File: config.mk
export PLATFORM = sky130hd
export DESIGN_NAME = ps2_key_decoder
export DESIGN_NICKNAME = d
export VERILOG_FILES = /design/src/rtl/ps2_key_decoder.sv
export SDC_FILE = /design/constraint.sdc
export NUM_CORES = 1
export LEC_CHECK = 0
export CORE_AREA = 4 4 111 102
export CTS_CLUSTER_DIAMETER = 60
export DETAILED_ROUTE_END_ITERATION = 10
export DIE_AREA = 0 0 115 106
export GPL_TIMING_DRIVEN = 1
export PLACE_DENSITY = 0.65
export SLEW_MARGIN = 25
export SYNTH_ARGS = -nofsm -noshare
export SYNTH_HDL_FRONTEND = slang
export SYNTH_SLANG_ARGS = --single-unit
File: constraint.sdc
create_clock -name clock -period 4.4 [get_ports clock]
set_input_delay 1.1 -clock clock [delete_from_list [all_inputs] [get_ports clock]]
set_output_delay 1.1 -clock clock [all_outputs]
set_load 0.05 [all_outputs]
File: src/rtl/ps2_key_decoder.sv
// PS/2 keyboard front end: synchronise and filter the PS/2 lines, frame the 11-bit words,
// decode E0/F0 prefixes into key events (valid/ready FIFO) and track snake direction keys.
module ps2_key_decoder #(
  parameter int FILTER_LEN  = 8,
  parameter int TIMEOUT_CYC = 100000,
  parameter int FIFO_DEPTH  = 4
) (
  input  logic       clock,
  input  logic       reset,
  input  logic       ps2_clk,
  input  logic       ps2_dat,
  output logic       ev_valid,
  input  logic       ev_ready,
  output logic [9:0] ev_data,
  output logic [3:0] dir_held,
  output logic [3:0] dir_last,
  output logic       parity_err,
  output logic       frame_err,
  output logic       fifo_ovf
);

  localparam int FW = (FILTER_LEN > 1) ? $clog2(FILTER_LEN) : 1;
  localparam int TW = $clog2(TIMEOUT_CYC + 1);
  localparam int AW = $clog2(FIFO_DEPTH);

  typedef enum logic [1:0] {IDLE, DATA, PARITY, STOP} state_t;

  logic [1:0]    clk_s_q, dat_s_q;
  logic          filt_q, filt_prev_q;
  logic [FW-1:0] fcnt_q;
  logic          strobe, bit_in;

  always_ff @(posedge clock) begin
    if (reset) begin
      clk_s_q     <= 2'b11;
      dat_s_q     <= 2'b11;
      filt_q      <= 1'b1;
      filt_prev_q <= 1'b1;
      fcnt_q      <= '0;
    end else begin
      clk_s_q     <= {clk_s_q[0], ps2_clk};
      dat_s_q     <= {dat_s_q[0], ps2_dat};
      filt_prev_q <= filt_q;
      if (clk_s_q[1] == filt_q) begin
        fcnt_q <= '0;
      end else if (fcnt_q == FW'(FILTER_LEN - 1)) begin
        filt_q <= clk_s_q[1];
        fcnt_q <= '0;
      end else begin
        fcnt_q <= fcnt_q + FW'(1);
      end
    end
  end

  assign strobe = filt_prev_q & ~filt_q;
  assign bit_in = dat_s_q[1];

  // Frame FSM
  state_t        state_q, state_d;
  logic [2:0]    bcnt_q, bcnt_d;
  logic [7:0]    shreg_q, shreg_d;
  logic          par_q, par_d;
  logic [TW-1:0] tmo_q, tmo_d;
  logic          acc_q, acc_d, perr_q, perr_d, ferr_q, ferr_d;

  always_ff @(posedge clock) begin
    if (reset) begin
      state_q <= IDLE;
      bcnt_q  <= '0;
      shreg_q <= '0;
      par_q   <= 1'b0;
      tmo_q   <= '0;
      acc_q   <= 1'b0;
      perr_q  <= 1'b0;
      ferr_q  <= 1'b0;
    end else begin
      state_q <= state_d;
      bcnt_q  <= bcnt_d;
      shreg_q <= shreg_d;
      par_q   <= par_d;
      tmo_q   <= tmo_d;
      acc_q   <= acc_d;
      perr_q  <= perr_d;
      ferr_q  <= ferr_d;
    end
  end

  always_comb begin
    state_d = state_q;
    bcnt_d  = bcnt_q;
    shreg_d = shreg_q;
    par_d   = par_q;
    acc_d   = 1'b0;
    perr_d  = 1'b0;
    ferr_d  = 1'b0;
    tmo_d   = (state_q == IDLE || strobe) ? '0 : tmo_q + TW'(1);
    if (strobe) begin
      case (state_q)
        IDLE: if (!bit_in) begin
          state_d = DATA;
          bcnt_d  = '0;
        end
        DATA: begin
          shreg_d = {bit_in, shreg_q[7:1]};
          bcnt_d  = bcnt_q + 3'd1;
          if (bcnt_q == 3'd7) state_d = PARITY;
        end
        PARITY: begin
          par_d   = bit_in;
          state_d = STOP;
        end
        STOP: begin
          if (!bit_in)                 ferr_d = 1'b1;
          else if (^{shreg_q, par_q})  acc_d  = 1'b1;
          else                         perr_d = 1'b1;
          state_d = IDLE;
        end
        default: state_d = IDLE;
      endcase
    end else if (state_q != IDLE && tmo_q == TW'(TIMEOUT_CYC - 1)) begin
      state_d = IDLE;
      ferr_d  = 1'b1;
      tmo_d   = '0;
    end
  end

  // Prefix decode; shreg_q is stable for the cycle after acceptance
  logic       ext_q, ext_d, brk_q, brk_d, push;
  logic [9:0] ev_in;

  always_comb begin
    ext_d = ext_q;
    brk_d = brk_q;
    push  = 1'b0;
    if (perr_q || ferr_q) begin
      ext_d = 1'b0;
      brk_d = 1'b0;
    end else if (acc_q) begin
      case (shreg_q)
        8'hE0:        ext_d = 1'b1;
        8'hF0:        brk_d = 1'b1;
        8'h00, 8'hFF: begin ext_d = 1'b0; brk_d = 1'b0; end
        default:      begin push = 1'b1; ext_d = 1'b0; brk_d = 1'b0; end
      endcase
    end
  end

  assign ev_in = {brk_q, ext_q, shreg_q};

  // Direction tracking sees every event, including ones the FIFO drops
  logic [3:0] dsel, arrow_q, arrow_d, wasd_q, wasd_d, last_q, last_d;

  always_comb begin
    dsel = 4'b0000;
    if (ext_q) begin
      case (shreg_q)
        8'h75: dsel = 4'b0001;
        8'h72: dsel = 4'b0010;
        8'h6B: dsel = 4'b0100;
        8'h74: dsel = 4'b1000;
        default: dsel = 4'b0000;
      endcase
    end else begin
      case (shreg_q)
        8'h1D: dsel = 4'b0001;
        8'h1B: dsel = 4'b0010;
        8'h1C: dsel = 4'b0100;
        8'h23: dsel = 4'b1000;
        default: dsel = 4'b0000;
      endcase
    end
  end

  always_comb begin
    arrow_d = arrow_q;
    wasd_d  = wasd_q;
    last_d  = last_q;
    if (push && dsel != 4'b0000) begin
      if (brk_q) begin
        if (ext_q) arrow_d = arrow_q & ~dsel;
        else       wasd_d  = wasd_q & ~dsel;
      end else begin
        if (ext_q) arrow_d = arrow_q | dsel;
        else       wasd_d  = wasd_q | dsel;
        last_d = dsel;
      end
    end
  end

  always_ff @(posedge clock) begin
    if (reset) begin
      ext_q   <= 1'b0;
      brk_q   <= 1'b0;
      arrow_q <= '0;
      wasd_q  <= '0;
      last_q  <= '0;
    end else begin
      ext_q   <= ext_d;
      brk_q   <= brk_d;
      arrow_q <= arrow_d;
      wasd_q  <= wasd_d;
      last_q  <= last_d;
    end
  end

  assign dir_held = arrow_q | wasd_q;
  assign dir_last = last_q;

  // Event FIFO; a pop in the same cycle frees the slot for a push into a full FIFO
  logic [FIFO_DEPTH-1:0][9:0] mem_q;
  logic [AW-1:0]              wr_ptr_q, rd_ptr_q;
  logic [AW:0]                cnt_q;
  logic                       full, pop, wr, ovf_q;

  assign full     = (cnt_q == (AW+1)'(FIFO_DEPTH));
  assign ev_valid = (cnt_q != '0);
  assign pop      = ev_valid & ev_ready;
  assign wr       = push & (~full | pop);
  assign ev_data  = mem_q[rd_ptr_q];

  always_ff @(posedge clock) begin
    if (reset) begin
      mem_q    <= '0;
      wr_ptr_q <= '0;
      rd_ptr_q <= '0;
      cnt_q    <= '0;
      ovf_q    <= 1'b0;
    end else begin
      ovf_q <= push & full & ~pop;
      if (wr) begin
        mem_q[wr_ptr_q] <= ev_in;
        wr_ptr_q        <= wr_ptr_q + AW'(1);
      end
      if (pop) rd_ptr_q <= rd_ptr_q + AW'(1);
      case ({wr, pop})
        2'b10:   cnt_q <= cnt_q + (AW+1)'(1);
        2'b01:   cnt_q <= cnt_q - (AW+1)'(1);
        default: cnt_q <= cnt_q;
      endcase
    end
  end

  assign parity_err = perr_q;
  assign frame_err  = ferr_q;
  assign fifo_ovf   = ovf_q;

endmodule
Yosys cells after proc, flatten, opt, wreduce, memory -nomap -nowiden

Cells that the tools add are included.

Bits in read-only memories: 0
Input port bits: 5
Register bits after elaboration: 105
Memory bits (writable): 0
Output and inout bits: 22
Latch bits: 0
Memories kept: 0
Logic and storage cells: 147

Bitwise operators: 23
Multipliers: 0
Add/subtract/negate cells: 7
Equal/unequal tests: 24
Divide/modulo/power cells: 0
Shifts and indexed selects: 0
Order comparisons: 3
Reduce and logical (&&, ||, !) cells: 28
Multiplexer cells: 36

Operators with widths:

| cell                    | number |
|---|---|
| $mux W17                | 3 |
| $bwmux W40              | 1 |
| $eq A8 B7 Y1 const B    | 4 |
| $pmux W4 S4             | 2 |
| $mux W4                 | 7 |
| $eq A8 B5 Y1 const B    | 3 |
| $eq A8 B8 Y1 const B    | 3 |
| $bmux W10 S2            | 1 |
| $demux W10 S2           | 1 |
| $mux W10                | 2 |
| $add A17 B1 Y17 const B | 1 |
| $eq A17 B17 Y1 const B  | 1 |
| $reduce_and A2 Y1       | 8 |
| $or A4 B4 Y4            | 3 |
| $pmux W3 S2             | 2 |
| $not A1 Y1              | 11 |
| $add A3 B1 Y3 const B   | 3 |
| $eq A3 B3 Y1 const B    | 3 |
| $mux W1                 | 9 |
| $reduce_xor A9 Y1       | 1 |
| $and A4 B4 Y4           | 2 |
| $eq A8 B6 Y1 const B    | 1 |
| $logic_not A8 Y1        | 1 |
| $mux W2                 | 4 |
| 25 further kinds        | 44 |

Depth between registers and ports, before layout

Gate-level depths: netlist of run 1.

Word-level depth: 8
Gate-level depth with buffers: 9
Depth with buffers taken out: 9

Least setup slack after synthesis of run 1

Ideal clock, no wire load.

Path kind: input -> register
From: input port ev_ready
To: register cnt_q[2]
Library setup time: 0.070 ns
Stages on the path: 9
Data arrival time: 3.020 ns
Slack: 1.310 ns
Buffers on the path: 1
Cells stage by stage: or4b_1 clkbuf_1 nand3_1 ha_1 inv_1 fa_1 xor2_1 or3_1 a21oi_1

Word-level cells in the longest chain between the ends: 5
Elaborated cells on any way between the ends: 7
Classes of those cells: 2 x eq/ne; 1 x mux; 3 x bitwise; 1 x reduce/logical

Ends and longest elaborated chain:

| what                                              | RTL line | source |
|---|---|---|
| start, declared                                   | 13       | `input logic ev_ready,` |
| $and A1 B1 Y1 (*)                                 | 217      | `assign pop = ev_valid & ev_ready;` |
| $or A1 B1 Y1                                      | 218      | `assign wr = push & (~full \| pop);` |
| $and A1 B1 Y1                                     | 218      |  |
| $eq A2 B1 Y1 or $eq A2 B2 Y1 (tied branches)      | 235      | `case ({wr, pop})` |
| $pmux W3 S2 or $reduce_bool A2 Y1 (tied branches) | --       |  |
| end signal, assigned                              | 236      | `2'b10: cnt_q <= cnt_q + (AW+1)'(1);` |
| end signal, assigned                              | 237      | `2'b01: cnt_q <= cnt_q - (AW+1)'(1);` |
| end signal, assigned                              | 238      | `default: cnt_q <= cnt_q;` |
| end, declared                                     | 212      | `logic [AW:0] cnt_q;` |

Every way passes the cells marked *; elsewhere a longest branch is shown, timed or not.
A chain may end at the register's enable or synchronous reset.

Worst setup path in the final report of run 1

From: register rd_ptr_q[0]
To: output port ev_data[1]

Word-level cells in the longest chain between the ends: 2

Ends and longest elaborated chain:

| what                           | RTL line | source |
|---|---|---|
| start, declared                | 211      | `logic [AW-1:0] wr_ptr_q, rd_ptr_q;` |
| start signal, assigned         | 234      | `if (pop) rd_ptr_q <= rd_ptr_q + AW'(1);` |
| $bmux W10 S2                   | 219      | `assign ev_data = mem_q[rd_ptr_q];` |
| $mux W10 (implied by the code) | 219      |  |
| end, declared                  | 14       | `output logic [9:0] ev_data,` |

Every way passes these cells. The select of a mux whose other input is x is not followed.

==> results of run 1 <==
-- cell families (layout without fill, tap and decap cells) --
family	Yosys count	after routing	share of synthesized area [%]
XOR/XNOR	29	29	5.31
AND/OR/NAND/NOR	203	203	21.4
multiplexers	59	59	15.0
buffers and inverters	46	62	4.00
flip-flops	105	105	44.0
AO/OA/AOI/OAI	46	46	6.25
adder cells (fa/ha/maj)	15	15	4.08
-- through the flow --
stage,power [W],setup WS (ns),cell area (µm²)
2_1_floorplan,0.00101,1.31,4780
3_3_place_gp,0.00103,0.849,5120
3_5_place_dp,0.00103,0.790,5120
4_1_cts,0.00184,0.750,5430
5_1_grt,0.00189,0.621,5430
6_report,0.00181,0.812,5430
-- state kept, by name (all words and copies together) (netlist names), named ones only --
signal       cells
dat_s_q          2
mem_q           40
dir_last         4
tmo_q           17
fifo_ovf         1
frame_err        1
acc_q            1
state_q          2
par_q            1
rd_ptr_q         2
parity_err       1
cnt_q            3
wr_ptr_q         2
shreg_q          8
brk_q            1
bcnt_q           3
clk_s_q          2
filt_prev_q      1
fcnt_q           3
filt_q           1
ext_q            1
-- per-layer routing --
layer	global-route usage [%]	part of all wire, %
met5	0	0
met4	3.77	0.46
met3	4.78	3.2
met2	26.2	48
met1	21.3	48
-- power groups by stage --
stage	registers [W]	logic (W)	clock network [W]
global route	0.000959	0.0000496	0.000877
detailed placement	0.000981	0.0000464	0
global placement	0.000981	0.0000456	0
finish	0.000959	0.0000462	0.000809
floorplan	0.000992	0.0000200	0
CTS	0.000958	0.0000465	0.000839
-- critical path: cells and delay by family (launching register included) --
family	cells	cell delay, ns
buf+inv	1	0.72
flops	1	0.82
mux	1	0.60
-- placed cells by master (no fill, tap or decap), types with 4 or more instances in the layout --
master	count
nand2_1	34
clkbuf_16	9
a21oi_1	22
nand4_1	5
nand3_1	24
mux4_2	10
nor3_1	5
buf_4	6
nor2_1	71
dfxtp_1	105
mux2i_1	48
o21ai_0	5
nand4b_1	5
nor3_2	4
clkdlybuf4s50_1	25
xor2_1	14
ha_1	14
or2_2	10
and4_1	4
xnor2_1	15
inv_1	13
or3_1	6
nor4_1	9
and2_1	5
-- worst max-delay path by stage --
stage | start | end | slack (ns) | cells after the start
after floorplan | ev_ready | cnt_q[2] | 1.31 | 9
after global placement | ev_ready | cnt_q[2] | 0.85 | 9
after detailed placement | ev_ready | cnt_q[2] | 0.79 | 9
after CTS | rd_ptr_q[0] | ev_data[2] | 0.75 | 2
after global routing | rd_ptr_q[0] | ev_data[3] | 0.62 | 2
final | rd_ptr_q[0] | ev_data[1] | 0.81 | 2
-- cell type report --
type / count / share of cell area, %
multi-input cells: 352 / 46.2
flip-flops and latches: 105 / 38.7
clock inverters: 7 / 1.41
well taps: 129 / 2.97
inverters: 14 / 0.968
clock buffers: 9 / 4.15
repair buffers: 32 / 5.53
==> flow_metrics.tcl, run 1 <==
set metrics [dict create \
    status "completed" \
    synth.avg_cell_area_um2 9.51 \
    drv_cap 0 \
    synth_area_um2 4780 \
    vias 3494 \
    post_drt_wl_per_cell_um 14.4 \
    path_max_fanout 12 \
    die_w_um 115 \
    ys_ff_latch 105 \
    critical_path_class "register to output pin" \
    max_stage_delay_ns 0.82 \
    via_per_inst 5.39 \
    drive_above_1_share_pct 9.83 \
    r2r_slack_ns 1.51 \
    slew_headroom_pct 45.3 \
    finalNetCount 534 \
    fin_cells 648 \
    skew_ns 0.00655 \
    cts_sinks 105 \
    grtUsageTotal_pct 16.2 \
    synth_edf_count 0 \
    grt_pass1_wl_um 16100 \
    grt_start_max_net_pins 44 \
    end_kind "output pin" \
    ys.flop_type "dfxtp_1" \
    cp.required_ns 3.30 \
    fillers 940 \
    cts_tree "built" \
    h-tree-depth 3 \
    setup_tns_ns 0 \
    whs_path_depth 1 \
    core.rowCount 35 \
    min_period_over_period_pct 81.5 \
    powerDensity_nw_per_um2 334 \
    path_cells "mux4_2, clkdlybuf4s50_1" \
    layout.area.seq_um2 2100 \
    rsz0062_at_grt "no" \
    cts_hold_buffers 0 \
    ys_types 53 \
    p_int_w 0.00142 \
    cts_buffer_depth 2 \
    arrival_ns 2.49 \
    worstSetupStartpointType "register" \
    syn-num-nets 523 \
    cp_slowest_cell "dfxtp_1" \
    tightestPinTransition_ns 0.808 \
    utilization_pct 53.4 \
    clkLatencyLatePin_ns 0.34 \
    synth.top_cell.area_share_pct 44.0 \
    die_h_um 106 \
    overflow 0 \
    finalSetupViolCount 0 \
    cts_root_buf "clkbuf_16" \
    post-place-cells 632 \
    port_buffers 26 \
    synthTopCellsByArea "dfxtp_1 (44%), mux2i_1 (10%), nor2_1 (5.6%)" \
    antenna_found_initial 0 \
    async_reset_ff_share_pct 0 \
    ant_nets 0 \
    globalplace.congestion 0.786 \
    seq_area_frac_synth_pct 44.0 \
    hold_end "dat_s_q[1]" \
    switching_share_pct 21.9 \
    clk_pin_slew_ns 0.07 \
    diodes 0 \
    numCtsBuffers 9 \
    min_period_ns 3.59 \
    worstHoldPathType "register to register" \
    routed_wl_um 9330 \
    p_clk_share_pct 44.6 \
    peakVddDrop_uv 295 \
    synth_most_common_cell "dfxtp_1" \
    drt_drc_violations_left 0 \
    holdWs_ns 0.414 \
    slew_viol_final 0 \
    first_pass_iters 5 \
    hold_violations 0 \
    seq_power_share_pct 52.8 \
    p_sw_w 0.000397 \
    die-area_um2 12200 \
    post-cts-setup-buffer-count 0 \
    core_region_area_um2 10200 \
    area_growth_syn_to_layout_pct 13.5 \
    r2r_end "cnt_q[2]" \
    multi_input_area_um2 2510 \
    yosys.area.top_type "dfxtp_1" \
    ioPinCount 27 \
    p_leak_nw 1.82 \
    drt_iter0_drc 264 \
    min_from "dat_s_q[0]" \
    synth.cells.most_frequent "dfxtp_1 (105), nor2_1 (71), mux2i_1 (48), nand2_1 (34), nand3_1 (24)" \
    r2r_start "shreg_q[4]" \
    grt_pass1_vias 3399 \
    start_util_pct 47.1 \
    ctsResizeCount 0 \
    max_freq_mhz 279 \
    dp_hpwl_um 6220 \
    syn_inst 503 \
    r2r_cells 9 \
    ys_warn_count 0 \
    comb_power_share_pct 2.5 \
]
Note: power is estimated with default switching activity, not from simulation.
==> run 2, diff against run 1 <==
==> constraint.sdc (replaced) <==
create_clock -name clock -period 3.5 [get_ports clock]
set_input_delay 0.875 -clock clock [delete_from_list [all_inputs] [get_ports clock]]
set_output_delay 0.875 -clock clock [all_outputs]
set_load 0.05 [all_outputs]
==> run 2 against run 1 <==
  * Total power is 26% higher
  * Critical path depth stayed put
  * Sequential share of layout area is 0.19 points lower
  * Sequential power grew 26%
  * Non-clock buffer count down 2
  * Clock power is 27% higher
  * Routed wire length is 0.13% higher
  * Register-to-register slack worse by 0.89 ns
  * Final cell count fell by 0.31%
  * Hold slack barely moved
  * Critical path type unchanged
  * Highest routed layer unchanged
==> flow_metrics.tcl, run 2 (synthesis results as in run 1) <==
set metrics [dict create \
    status "completed" \
    path_max_fanout 11 \
    cp-startpoint "rd_ptr_q[1]" \
    cts_sinks 105 \
    post-place-cells 630 \
    tightestPinTransition_ns 0.841 \
    slew_viol_final 0 \
    h-tree-depth 3 \
    seq_power_share_pct 52.6 \
    p_int_w 0.00180 \
    min_period_ns 3.05 \
    cp.required_ns 2.62 \
    area_growth_syn_to_layout_pct 14.0 \
    final_cell_mix "dfxtp_1 (105), nor2_1 (71), mux2i_1 (48)" \
    worstSetupStartpointType "register" \
    utilization_pct 53.7 \
    finalNetCount 532 \
    powerDensity_nw_per_um2 420 \
    power.total_w 0.00229 \
    globalplace.congestion 0.743 \
    numCtsBuffers 9 \
    rsz0062_at_grt "no" \
    cts_tree "built" \
    top_register "mem_q" \
    end_kind "output pin" \
    finalSetupViolCount 0 \
    skew_ns 0.00474 \
    r2r_slack_ns 0.62 \
    fillers 958 \
    critical_path_class "register to output pin" \
    clk_pin_slew_ns 0.07 \
    holdWs_ns 0.414 \
    arrival_ns 2.18 \
    min_period_over_period_pct 87.2 \
    post_drt_wl_per_cell_um 14.5 \
    fin_cells 646 \
    reg_top3 "mem_q: 40 flops, tmo_q: 17 flops, shreg_q: 8 flops" \
    cts_root_buf "clkbuf_16" \
    max_freq_mhz 327 \
    die_h_um 106 \
    cts_hold_buffers 0 \
    diodes 0 \
    largest_reg_flops 40 \
    slew_headroom_pct 43.8 \
    port_buffers 26 \
    peakVddDrop_uv 357 \
    clkLatencyLatePin_ns 0.34 \
    drive_above_1_share_pct 9.67 \
    vias 3465 \
    post-cts-setup-buffer-count 0 \
    layout_commonest_cell "dfxtp_1" \
    grtUsageTotal_pct 16.0 \
    core_region_area_um2 10200 \
    grt_pass1_vias 3355 \
    cts_buffer_depth 2 \
    drt_iter0_drc 164 \
    r2r_start "shreg_q[4]" \
    antenna_found_initial 0 \
    die-area_um2 12200 \
    via_per_inst 5.36 \
    p_leak_nw 1.86 \
    dp_hpwl_um 6310 \
    start_util_pct 47.1 \
    overflow 0 \
    ctsResizeCount 0 \
    drv_cap 0 \
    core.rowCount 35 \
    die_w_um 115 \
    comb_power_share_pct 2.5 \
    layout.area.seq_um2 2100 \
    drt_drc_violations_left 0 \
    grt_pass1_wl_um 15800 \
    switching_share_pct 21.5 \
    routed_wl_um 9340 \
    p_clk_share_pct 44.9 \
    worstHoldPathType "register to register" \
    ant_nets 0 \
    p_sw_w 0.000492 \
    first_pass_iters 4 \
    multi_input_area_um2 2540 \
    ioPinCount 27 \
    min_from "clk_s_q[0]" \
    hold_violations 0 \
    setup_tns_ns 0 \
    grt_start_max_net_pins 46 \
]
## run 2: layout make-up
class	instances	share of cell area, %
Tap cell	129	2.96
Clock buffer	10	4.38
Sequential cell	105	38.5
Inverter	14	0.964
Multi-Input combinational cell	352	46.6
Clock inverter	6	1.31
Timing Repair Buffer	30	5.23
## run 2: worst paths after layout
kind	cells after the start	to
max	2	ev_data[2]
max reg2reg	9	cnt_q[2]
min	1	clk_s_q[1]
min reg2reg	1	clk_s_q[1]
## run 2: critical path: stages, from the launching register on
cell and delay, ns:
dfxtp_1 0.70, mux4_2 0.34, clkdlybuf4s50_1 0.80
## run 2: per-stage QoR
stage	cell area (µm²)	worst slack, ns
2_1_floorplan	4780	0.635
4_1_cts	5450	0.418
3_3_place_gp	5110	0.283
5_1_grt	5450	0.356
3_5_place_dp	5140	0.225
6_report	5450	0.446
## run 2: routing by layer
layer	track usage (%)	part of all wire (%)
met2	26.9	49
met1	20.3	46
met3	3.87	3.5
met5	0	0
met4	4.44	1.1
## run 2: power groups by stage
stage / combinational [W] / sequential, W / clock, W
after floorplan: 0.0000251 / 0.00125 / 0
after global placement: 0.0000572 / 0.00123 / 0
after detailed placement: 0.0000582 / 0.00123 / 0
after CTS: 0.0000587 / 0.00121 / 0.00105
after global routing: 0.0000629 / 0.00121 / 0.00112
final: 0.0000578 / 0.00121 / 0.00103
==> run 3, diff against run 2 <==
--- a/config.mk
+++ b/config.mk
@@ -11,7 +11,8 @@
 export DIE_AREA = 0 0 115 106
 export GPL_TIMING_DRIVEN = 1
 export PLACE_DENSITY = 0.65
-export SLEW_MARGIN = 25
+export SKIP_LAST_GASP = 1
+export SLEW_MARGIN = 20
 export SYNTH_ARGS = -nofsm -noshare
 export SYNTH_HDL_FRONTEND = slang
 export SYNTH_SLANG_ARGS = --single-unit
==> run 3 against run 2 <==
  * Die area unchanged
  * Clock power down 7%
  * Sequential share of layout area up 0.17 points
  * Largest power group unchanged
  * Count of clock-buffer cells in the layout unchanged
  * Global-route usage up 0.060 points
==> flow_metrics.tcl, run 3 (synthesis results as in run 1) <==
set metrics [dict create \
    diodes 0 \
    slew_viol_final 0 \
    die-area_um2 12200 \
    numCtsBuffers 9 \
    post_drt_wl_per_cell_um 14.4 \
    cp_slowest_cell "clkdlybuf4s50_1" \
    vias 3492 \
    cts_root_buf "clkbuf_16" \
    max_freq_mhz 324 \
    globalplace.congestion 0.743 \
    final_cell_mix "dfxtp_1 (105), nor2_1 (71), mux2i_1 (48)" \
    min_period_ns 3.09 \
    die_w_um 115 \
    clkLatencyLatePin_ns 0.35 \
    cts_sinks 105 \
    ctsResizeCount 0 \
    powerDensity_nw_per_um2 410 \
    cp.required_ns 2.62 \
    post-cts-setup-buffer-count 0 \
    path_delay_family "buffers and inverters" \
    hold_violations 0 \
    slew_headroom_pct 43.9 \
    largest_reg_flops 40 \
    ioPinCount 27 \
    finalSetupViolCount 0 \
    reg_top3 "mem_q: 40 flops, tmo_q: 17 flops, shreg_q: 8 flops" \
    die_h_um 106 \
    cts_tree "built" \
    tightestPinTransition_ns 0.840 \
    overflow 0 \
    drive_above_1_share_pct 9.67 \
    drt_drc_violations_left 0 \
    dp_hpwl_um 6270 \
    min_period_over_period_pct 88.2 \
    drv_cap 0 \
    drt_iter0_drc 143 \
    port_buffers 26 \
    max_stage_delay_ns 0.81 \
    routed_wl_um 9310 \
    grt_pass1_vias 3394 \
    critPathBufInv 1 \
    path_max_fanout 11 \
    p_leak_nw 1.86 \
    start_util_pct 47.1 \
    grtUsageTotal_pct 16.0 \
    rsz0062_at_grt "no" \
    area_growth_syn_to_layout_pct 13.5 \
    cts_hold_buffers 0 \
    antenna_found_initial 0 \
    ant_nets 0 \
    clk_pin_slew_ns 0.07 \
    finalNetCount 532 \
    layout_commonest_cell "dfxtp_1" \
    dpl_worst_slack_ns 0.219 \
    cts_buffer_depth 2 \
    status "completed" \
    peakVddDrop_uv 342 \
    first_pass_iters 4 \
    top_register "mem_q" \
    grt_start_max_net_pins 46 \
    worstHoldPathType "register to register" \
    arrival_ns 2.21 \
    grt_pass1_wl_um 16100 \
    core_region_area_um2 10200 \
    h-tree-depth 3 \
    worst_slack_ns 0.414 \
    setup_tns_ns 0 \
    worstSetupStartpointType "register" \
    end_kind "output pin" \
    path_cells "mux4_2, clkdlybuf4s50_1" \
    critical_path_class "register to output pin" \
    skew_ns 0.0107 \
    core.rowCount 35 \
    via_per_inst 5.41 \
]
run 3: changes by cell type in the layout (fill, tap and decap cells not counted):
| cell | delta |
|---|---|
| clkinv_2 | +1 |
| clkinv_4 | +1 |
| bufinv_16 | -1 |
| clkinvlp_4 | -1 |
run 3: metrics by stage:
| step | hold WS (ns) | area, µm² | util (%) | power (W) | cells |
|---|---|---|---|---|---|
| finish | 0.413 | 5430 | 53.4 | 0.00222 | 646 |
| global route | 0.437 | 5430 | 53.4 | 0.00231 | 646 |
| CTS | 0.417 | 5400 | 53.2 | 0.00225 | 646 |
| detailed placement | 0.396 | 5120 | 50.4 | 0.00129 | 630 |
| global placement | 0.399 | 5110 | 50.3 | 0.00129 | 630 |
| floorplan | 0.389 | 4780 | - | 0.00127 | 503 |
run 3: power breakdown:
| group | leakage (nW) | switching, W | total, W | internal, W |
|---|---|---|---|---|
| clock network | 0.140 | 0.000450 | 0.000960 | 0.000510 |
| logic | 0.871 | 0.0000397 | 0.0000578 | 0.0000181 |
| registers | 0.847 | 0.00000494 | 0.00121 | 0.00120 |
run 3: metal layers:
layer  share of wire (%)  vias up  global-route usage (%)
li1                    -     1765                       -
met1                  47     1673                    20.8
met2                  48       45                    26.7
met3                 3.3        9                    3.81
met4                 1.1        0                    4.11
met5                   0        -                       0
run 3: final cells by class:
cell class	instances	area, µm²
Timing Repair Buffer	30	285
Inverter	14	52.6
Multi-Input combinational cell	352	2540
Clock inverter	6	47.5
Fill cell	935	4730
Sequential cell	105	2100
Clock buffer	10	239
Tap cell	129	161
run 3: worst paths after layout:
check,startpoint,endpoint,slack (ns),depth (start not counted)
worst max register to register,shreg_q[4],cnt_q[2],0.60,9
worst min register to register,clk_s_q[0],clk_s_q[1],0.41,1
worst min-delay path,clk_s_q[0],clk_s_q[1],0.41,1
worst max-delay path,rd_ptr_q[1],ev_data[2],0.41,2
